===== src/rtl/mul32_f_if.sv =====
// Start/busy handshake bus for the sequential fraction multiplier.
// The FPU sequencer holds the master side and the multiplier holds the slave side.
interface mul32_f_if #(
  parameter int unsigned WIDTH     = 32,
  parameter int unsigned RES_WIDTH = 32
);
  logic                 start;
  logic                 busy;
  logic                 done;
  logic [WIDTH-1:0]     multiplicand;
  logic [WIDTH-1:0]     multiplier;
  logic [RES_WIDTH-1:0] res;

  modport master (
    output start,
    output multiplicand,
    output multiplier,
    input  busy,
    input  done,
    input  res
  );

  modport slave (
    input  start,
    input  multiplicand,
    input  multiplier,
    output busy,
    output done,
    output res
  );
endinterface


===== src/rtl/mul32_f_top.sv =====
// Radix-2 shift-and-add multiplier for unsigned Q0.WIDTH fractions.
// The upper half of the product is rounded half-up to RES_WIDTH bits.
module mul32_f_top #(
  parameter int unsigned WIDTH       = 32,
  parameter int unsigned RES_WIDTH   = 32,
  parameter int unsigned WIDTH_LOG_2 = 5
) (
  input  logic       clk,
  input  logic       rst,
  mul32_f_if.slave   bus
);

  localparam int unsigned ACC_W = 2 * WIDTH;
  localparam logic [WIDTH_LOG_2-1:0] CNT_LAST = WIDTH_LOG_2'(WIDTH - 1);

  typedef enum logic [1:0] {
    S_IDLE  = 2'd0,
    S_RUN   = 2'd1,
    S_ROUND = 2'd2
  } state_e;

  state_e                 state_q,  state_d;
  logic [WIDTH-1:0]       mcand_q,  mcand_d;
  logic [WIDTH-1:0]       mplier_q, mplier_d;
  logic [ACC_W-1:0]       acc_q,    acc_d;
  logic [WIDTH_LOG_2-1:0] cnt_q,    cnt_d;
  logic                   busy_q,   busy_d;
  logic                   done_q,   done_d;
  logic [RES_WIDTH-1:0]   res_q,    res_d;

  logic [WIDTH-1:0]       addend_c;
  logic [WIDTH:0]         sum_c;

  // State register; reset discards any partial product immediately.
  always_ff @(posedge clk or negedge rst) begin
    if (!rst) begin
      state_q  <= S_IDLE;
      mcand_q  <= '0;
      mplier_q <= '0;
      acc_q    <= '0;
      cnt_q    <= '0;
      busy_q   <= 1'b0;
      done_q   <= 1'b0;
      res_q    <= '0;
    end else begin
      state_q  <= state_d;
      mcand_q  <= mcand_d;
      mplier_q <= mplier_d;
      acc_q    <= acc_d;
      cnt_q    <= cnt_d;
      busy_q   <= busy_d;
      done_q   <= done_d;
      res_q    <= res_d;
    end
  end

  // Next-state and datapath update.
  always_comb begin
    state_d  = state_q;
    mcand_d  = mcand_q;
    mplier_d = mplier_q;
    acc_d    = acc_q;
    cnt_d    = cnt_q;
    busy_d   = busy_q;
    done_d   = 1'b0;
    res_d    = res_q;

    // Partial-product add into the upper half; the carry is kept as bit WIDTH.
    addend_c = mplier_q[0] ? mcand_q : '0;
    sum_c    = {1'b0, acc_q[ACC_W-1:WIDTH]} + {1'b0, addend_c};

    unique case (state_q)
      S_IDLE: begin
        busy_d = 1'b0;
        if (bus.start) begin
          mcand_d  = bus.multiplicand;
          mplier_d = bus.multiplier;
          acc_d    = '0;
          cnt_d    = '0;
          busy_d   = 1'b1;
          state_d  = S_RUN;
        end
      end

      S_RUN: begin
        // Shift {carry, acc} right by one; the carry lands in the accumulator MSB.
        acc_d    = {sum_c, acc_q[WIDTH-1:1]};
        mplier_d = mplier_q >> 1;
        cnt_d    = cnt_q + WIDTH_LOG_2'(1);
        if (cnt_q == CNT_LAST) begin
          state_d = S_ROUND;
        end
      end

      S_ROUND: begin
        // Largest product has round bit 0 when the upper half is all ones, so no overflow.
        res_d   = RES_WIDTH'(acc_q[ACC_W-1:WIDTH] + WIDTH'(acc_q[WIDTH-1]));
        done_d  = 1'b1;
        busy_d  = 1'b0;
        state_d = S_IDLE;
      end

      default: begin
        busy_d  = 1'b0;
        state_d = S_IDLE;
      end
    endcase
  end

  assign bus.busy = busy_q;
  assign bus.done = done_q;
  assign bus.res  = res_q;

endmodule


===== src/flat_wrapper.sv =====
// flat-port wrapper written by rule: the top's interface ports become plain ports
module mul32_f_top_flat 
#(
  parameter int unsigned WIDTH       = 32,
  parameter int unsigned RES_WIDTH   = 32,
  parameter int unsigned WIDTH_LOG_2 = 5
)
  (clk, rst, bus_start, bus_multiplicand, bus_multiplier, bus_busy, bus_done, bus_res);
  mul32_f_if #(.WIDTH(WIDTH), .RES_WIDTH(RES_WIDTH)) bus_i ();
  input  logic clk;
  input  logic rst;
  input wire logic [$bits(bus_i.start)-1:0] bus_start;
  input wire logic [$bits(bus_i.multiplicand)-1:0] bus_multiplicand;
  input wire logic [$bits(bus_i.multiplier)-1:0] bus_multiplier;
  output wire logic [$bits(bus_i.busy)-1:0] bus_busy;
  output wire logic [$bits(bus_i.done)-1:0] bus_done;
  output wire logic [$bits(bus_i.res)-1:0] bus_res;
  assign bus_i.start = bus_start;
  assign bus_i.multiplicand = bus_multiplicand;
  assign bus_i.multiplier = bus_multiplier;
  assign bus_busy = bus_i.busy;
  assign bus_done = bus_i.done;
  assign bus_res = bus_i.res;
  mul32_f_top #(.WIDTH(WIDTH), .RES_WIDTH(RES_WIDTH), .WIDTH_LOG_2(WIDTH_LOG_2)) u_core (.clk(clk), .rst(rst), .bus(bus_i));
endmodule

===== config.mk =====
export PLATFORM = sky130hd
export DESIGN_NAME = mul32_f_top_flat
export DESIGN_NICKNAME = d
export VERILOG_FILES = /design/src/rtl/mul32_f_if.sv /design/src/rtl/mul32_f_top.sv /design/src/flat_wrapper.sv
export SDC_FILE = /design/constraint.sdc
export NUM_CORES = 1
export LEC_CHECK = 0
export BUFFER_PORTS_ARGS = -buffer_cell sky130_fd_sc_hd__buf_2
export CORE_MARGIN = 5
export CORE_UTILIZATION = 34
export DETAILED_ROUTE_END_ITERATION = 10
export RECOVER_POWER = 100
export SLEW_MARGIN = 20
export SYNTH_ARGS = -nofsm -noshare
export SYNTH_HDL_FRONTEND = slang
export SYNTH_SLANG_ARGS = --single-unit

===== constraint.sdc =====
create_clock -name clk -period 5.45 [get_ports clk]
set_clock_uncertainty 0.1 [all_clocks]
set_input_delay 1.09 -clock clk [delete_from_list [all_inputs] [get_ports clk]]
set_output_delay 1.09 -clock clk [all_outputs]
set_load 0.02 [all_outputs]

### Word-level counts from Yosys, hierarchy flattened

Cells that the tools add are included.
Widths: inputs -> output; s select.

| word-level totals | value |
|---|---|
| register bits after elaboration | 169 |
| bits of input ports | 67 |
| output and inout port bits | 34 |
| word-level logic and storage cells | 34 |

| operators by class | value |
|---|---|
| add/subtract/negate cells | 3 |
| equal/unequal tests | 5 |
| multiplexer cells | 13 |
| reduce and logical (&&, ||, !) cells | 5 |

Operators by type and width:

| kind | number |
|---|---|
| $pmux 64 s2 | 1 |
| $mux 32 | 2 |
| $mux 64 | 1 |
| $pmux 32 s2 | 1 |
| $add 32x32->33 | 1 |
| $add 32x1->32 | 1 |
| $pmux 5 s2 | 1 |
| $reduce_and 2->1 | 3 |
| $add 5x1->5 const B | 1 |
| $eq 5x5->1 const B | 1 |
| $mux 5 | 1 |
| $mux 2 | 2 |
| $pmux 2 s2 | 1 |
| $eq 2x1->1 const B | 1 |
| $eq 2x2->1 const B | 1 |
| $logic_not 2->1 | 1 |
| $mux 1 | 2 |
| $ne 2x1->1 const B | 1 |
| $ne 2x2->1 const B | 1 |
| $pmux 1 s2 | 1 |
| $reduce_bool 2->1 | 1 |

### Logic depth before layout (Yosys ltp)

| depth | value |
|---|---|
| depth in word-level cells | 3 |
| mapped depth | 13 |

### Worst setup path before layout

OpenSTA, ideal clock, no wires.

| timing | value |
|---|---|
| kind | flip-flop to flip-flop |
| start point | register u_core.mplier_q[0] |
| end point | register u_core.acc_q[61] |
| setup time | 0.126 ns |
| arrival time | 2.738 ns |
| required time | 5.224 ns |
| path slack | 2.486 ns |
| stages on the path, launching flop included | 14 |
| clock period less this slack | 2.964 ns |
| cells stage by stage | dfrtp_1 > clkbuf_1 > and2_1 > ha_1 > inv_1 > fa_1 > nor2b_1 > o21bai_1 > a2111oi_2 > nor2_1 > o21ai_2 > nor2_1 > o2111a_1 > a221o_1 |

| on the way | value |
|---|---|
| word-level cells in the longest chain between the ends | 3 |

Ends and longest elaborated chain:

| item | RTL line | text |
|---|---|---|
| from (decl) | mul32_f_top.sv:24 | `logic [WIDTH-1:0] mplier_q, mplier_d;` |
| from (signal assigned) | mul32_f_top.sv:48 | `mplier_q <= mplier_d;` |
| $mux 32 | mul32_f_top.sv:69 | `addend_c = mplier_q[0] ? mcand_q : '0;` |
| $add 32x32->33 | mul32_f_top.sv:70 | `sum_c = {1'b0, acc_q[ACC_W-1:WIDTH]} + {1'b0, addend_c};` |
| $pmux 64 s2 | mul32_f_top.sv:72 | `unique case (state_q)` |
| to (signal assigned) | mul32_f_top.sv:40 | `acc_q <= '0;` |
| to (signal assigned) | mul32_f_top.sv:49 | `acc_q <= acc_d;` |
| to (decl) | mul32_f_top.sv:25 | `logic [ACC_W-1:0] acc_q, acc_d;` |

No other way between the ends.
A chain may end at the register's enable or synchronous reset.

### Worst setup path in the final report

| timing | value |
|---|---|
| start point | register u_core.mplier_q[0] |
| end point | register u_core.acc_q[55] |

Same word-level chain as after synthesis.

==> results.ini <==
[run_status]
outcome = complete, but fails checks
violations = max-capacitance violations, max-slew violations

[synthesis]
synth-async-reset-ratio_pct = 100
synth-warning-count = 0
synth_fp_nets = 959
synth-seq-area-share_pct = 43.3
synth-edff-count = 0
syn-cell-area_um2 = 7970
synth_area_per_cell_um2 = 9.32
synth-seq-cells = 138
synthCells = 855
synth.distinct_cells = 60
synth_ff_type = dfrtp_1

[placement]
preCtsSetupSlack_ns = 1.68
hpwlAfterDp_um = 13600
place.gp.congestion = 0.851
io_buffer_count = 100

[die]
fp-row-count = 56
dieArea_um2 = 26600
core_area_um2 = 23300
dieHeight_um = 163
die_x_um = 163
ios = 101
initial_core_util_pct = 34.3

[grt]
grt_pass1_vias = 6304
grt_start_max_net_pins = 95
top_usage_layer = met2
met1_usage_pct = 20.0
use_met3_pct = 2.98
use_met2_pct = 24.7
globalRouteTotalUtil_pct = 15.0
grt_pass1_wl_um = 32300
antenna_found_initial = 0
grt.overflow.total = 0

[worst_setup_path]
critPathMaxFanout = 34
crit_arrival_ns = 4.22
r2r_slack_ns = 1.47
path_cells = and2_1 > ha_1 > inv_1 > fa_1 > nor2b_1 > o21bai_1 > a2111oi_0 > nor2_1 > o311ai_0 > a21boi_0 > xor2_1 > o21ai_1
startpoint_type = register
rr_endpoint = u_core.acc_q[55]$_DFFE_PN0P_
critPathBufInv = 1
required_ns = 5.69
critPathTopFamily = compound AO/OA/AOI/OAI gates
critical_path.max_stage_delay_ns = 0.90
crit_slowest_cell = dfrtp_1
cp-endpoint = u_core.acc_q[55]$_DFFE_PN0P_
crit_type = register to register
cp_num_cells = 12
r2r_start = u_core.mplier_q[0]$_DFFE_PN0P_
startpoint = u_core.mplier_q[0]$_DFFE_PN0P_
r2r_cells = 12
cp-end-kind = register

[drt]
drt_pass1_iterations = 5
wl_per_cell_um = 15.3
vias_per_cell = 5.03
drc = 0
vias = 6342
dr.first_iter.drc_count = 395
ant_nets = 0
wl_um = 19300

[layout]
syn2layout_area_growth_pct = 15.8
mostFrequentLayoutCells = 138 x dfrtp_1, 104 x o21ai_0, 94 x nand2_1, 65 x a21oi_1, 65 x buf_2
final_common_cell = dfrtp_1
layout-drive-gt1-share_pct = 15.4
diodes = 0
fin_nets = 1033

[power_and_ir_drop]
power_density_nw_per_um2 = 499
vdd_ir_drop_max_mv = 0.212
power_leakage_nw = 3.97

[timing]
rsz0062_at_grt = false
fmax_mhz = 251
fin_crit_ns = 3.98
fin_crit_sh_pct = 73.0
slew_viol_final = 273
worst_slack_ns = 1.47
fin_setup_tns_ns = 0
setup_viol = 0
slew_headroom_pct = -61.2
worstMarginPinSlew_ns = 2.42
hold_viol_final = 0

[worst_hold_path]
hold_start = u_core.bus.busy$_DFFE_PN0N_
hp-class = register to register

[clocking]
cts_hold_buffers = 0
cts.sinks = 138
numCtsBuffers = 17
clockBufferDepth = 2
cts_tree = yes
ctsResizeCount = 0
cts_setup_buffers = 0
insertion_delay_ns = 0.43
clk_pin_slew_worst_paths_ns = 0.06
cts_max_level = 4
cts-root-buf = clkbuf_16

[run]
maxCapViolCount = 5

==> worst register-to-register path, delay by kind of cell, from the launching register on <==
family | cells | cell delay, ns
AO/OA/AOI/OAI | 5 | 1.54
XOR/XNOR | 1 | 0.19
adder cells (fa/ha/maj) | 2 | 0.56
buffers and inverters | 1 | 0.06
flip-flops | 1 | 0.90
AND/OR/NAND/NOR | 3 | 0.55
==> registers in the layout (all words and copies together), names as in the netlist <==
| register | flops |
|---|---|
| u_core.mplier_q | 32 |
| u_core.mcand_q | 32 |
| u_core.bus.done | 1 |
| u_core.cnt_q | 5 |
| u_core.bus.res | 32 |
| u_core.bus.busy | 1 |
| u_core.state_q | 2 |
| u_core.acc_q | 33 |
==> synthesized netlist by cell type, types with 2 or more instances <==
cell         n  area share (%)
o21ai_0     93             5.8
nand2_1     94             4.4
o21ai_1     17             1.1
nor3_1       4            0.25
or3_1        5            0.39
xnor2_1     28             3.1
a22oi_1     32             3.0
ha_1        36             5.7
a21oi_1     63             4.0
o2111ai_1    2            0.22
nor2_1      31             1.5
buf_1        2           0.094
nor2b_1     39             3.1
a21o_1      10            0.94
nand3_1     23             1.4
nand2b_1     4            0.31
and4_1       2            0.22
a31oi_1      3            0.24
and2_1      36             2.8
and3_1      11            0.86
or4_1        2            0.19
clkbuf_1    47             2.2
a221oi_1     2            0.22
a211oi_1     5            0.47
o21a_1       2            0.19
a221o_1      3            0.38
nand4_1      9            0.71
inv_1       15            0.71
mux2_2      34             4.8
o21bai_1     4            0.38
a22o_1       4            0.44
xor2_1      26             2.9
a21oi_2      3            0.33
dfrtp_1    138              43
==> metal layers <==
layer	routed length [um]	vias to the layer above
met5	0	-
met4	345	0
met3	679	20
met2	9220	114
met1	9070	3023
li1	-	3185
==> kinds of logic after synthesis <==
logic type	after synthesis	share of synthesized area, %
AO/OA/AOI/OAI	259	19.9
XOR/XNOR	54	5.93
adder cells (fa/ha/maj)	37	5.90
flip-flops	138	43.3
buffers and inverters	66	3.25
multiplexers	35	4.93
AND/OR/NAND/NOR	266	16.8
==> area by class of cell <==
cell class	count	area, um^2
Fill cell	2393	14000
Multi-Input combinational cell	651	4230
Timing Repair Buffer	106	493
Inverter	15	56.3
Clock buffer	18	429
Clock inverter	14	170
Sequential cell	138	3450
Tap cell	319	399
==> where the power goes <==
part	internal (mW)	switching, mW	leakage (nW)	total [mW]
Clock	0.721	0.459	0.283	1.18
Combinational	0.757	0.907	1.90	1.66
Sequential	1.39	0.366	1.78	1.76
Total	2.87	1.73	3.97	4.60
==> how the worst min path moves through the flow <==
stage,depth (start not counted),to
3_3_place_gp,1,u_core.bus.busy$_DFFE_PN0N_
3_5_place_dp,1,u_core.bus.busy$_DFFE_PN0N_
5_1_grt,2,u_core.bus.res[9]$_DFFE_PN0P_
6_report,1,u_core.bus.busy$_DFFE_PN0N_
4_1_cts,1,u_core.bus.busy$_DFFE_PN0N_
2_1_floorplan,1,u_core.cnt_q[3]$_DFFE_PN0P_
==> stage by stage <==
step	utilization, %	power [mW]	instance area (um^2)	cells	hold slack (ns)
after CTS	40.1	4.68	9340	1261	0.374
after global placement	37.6	3.45	8740	1229	0.358
final	39.7	4.60	9230	1261	0.373
after detailed placement	37.6	3.48	8740	1229	0.361
after floorplan	-	3.02	7970	855	0.350
after global routing	39.7	4.98	9230	1261	0.401
No activity file was read; power rests on OpenSTA's default activity.
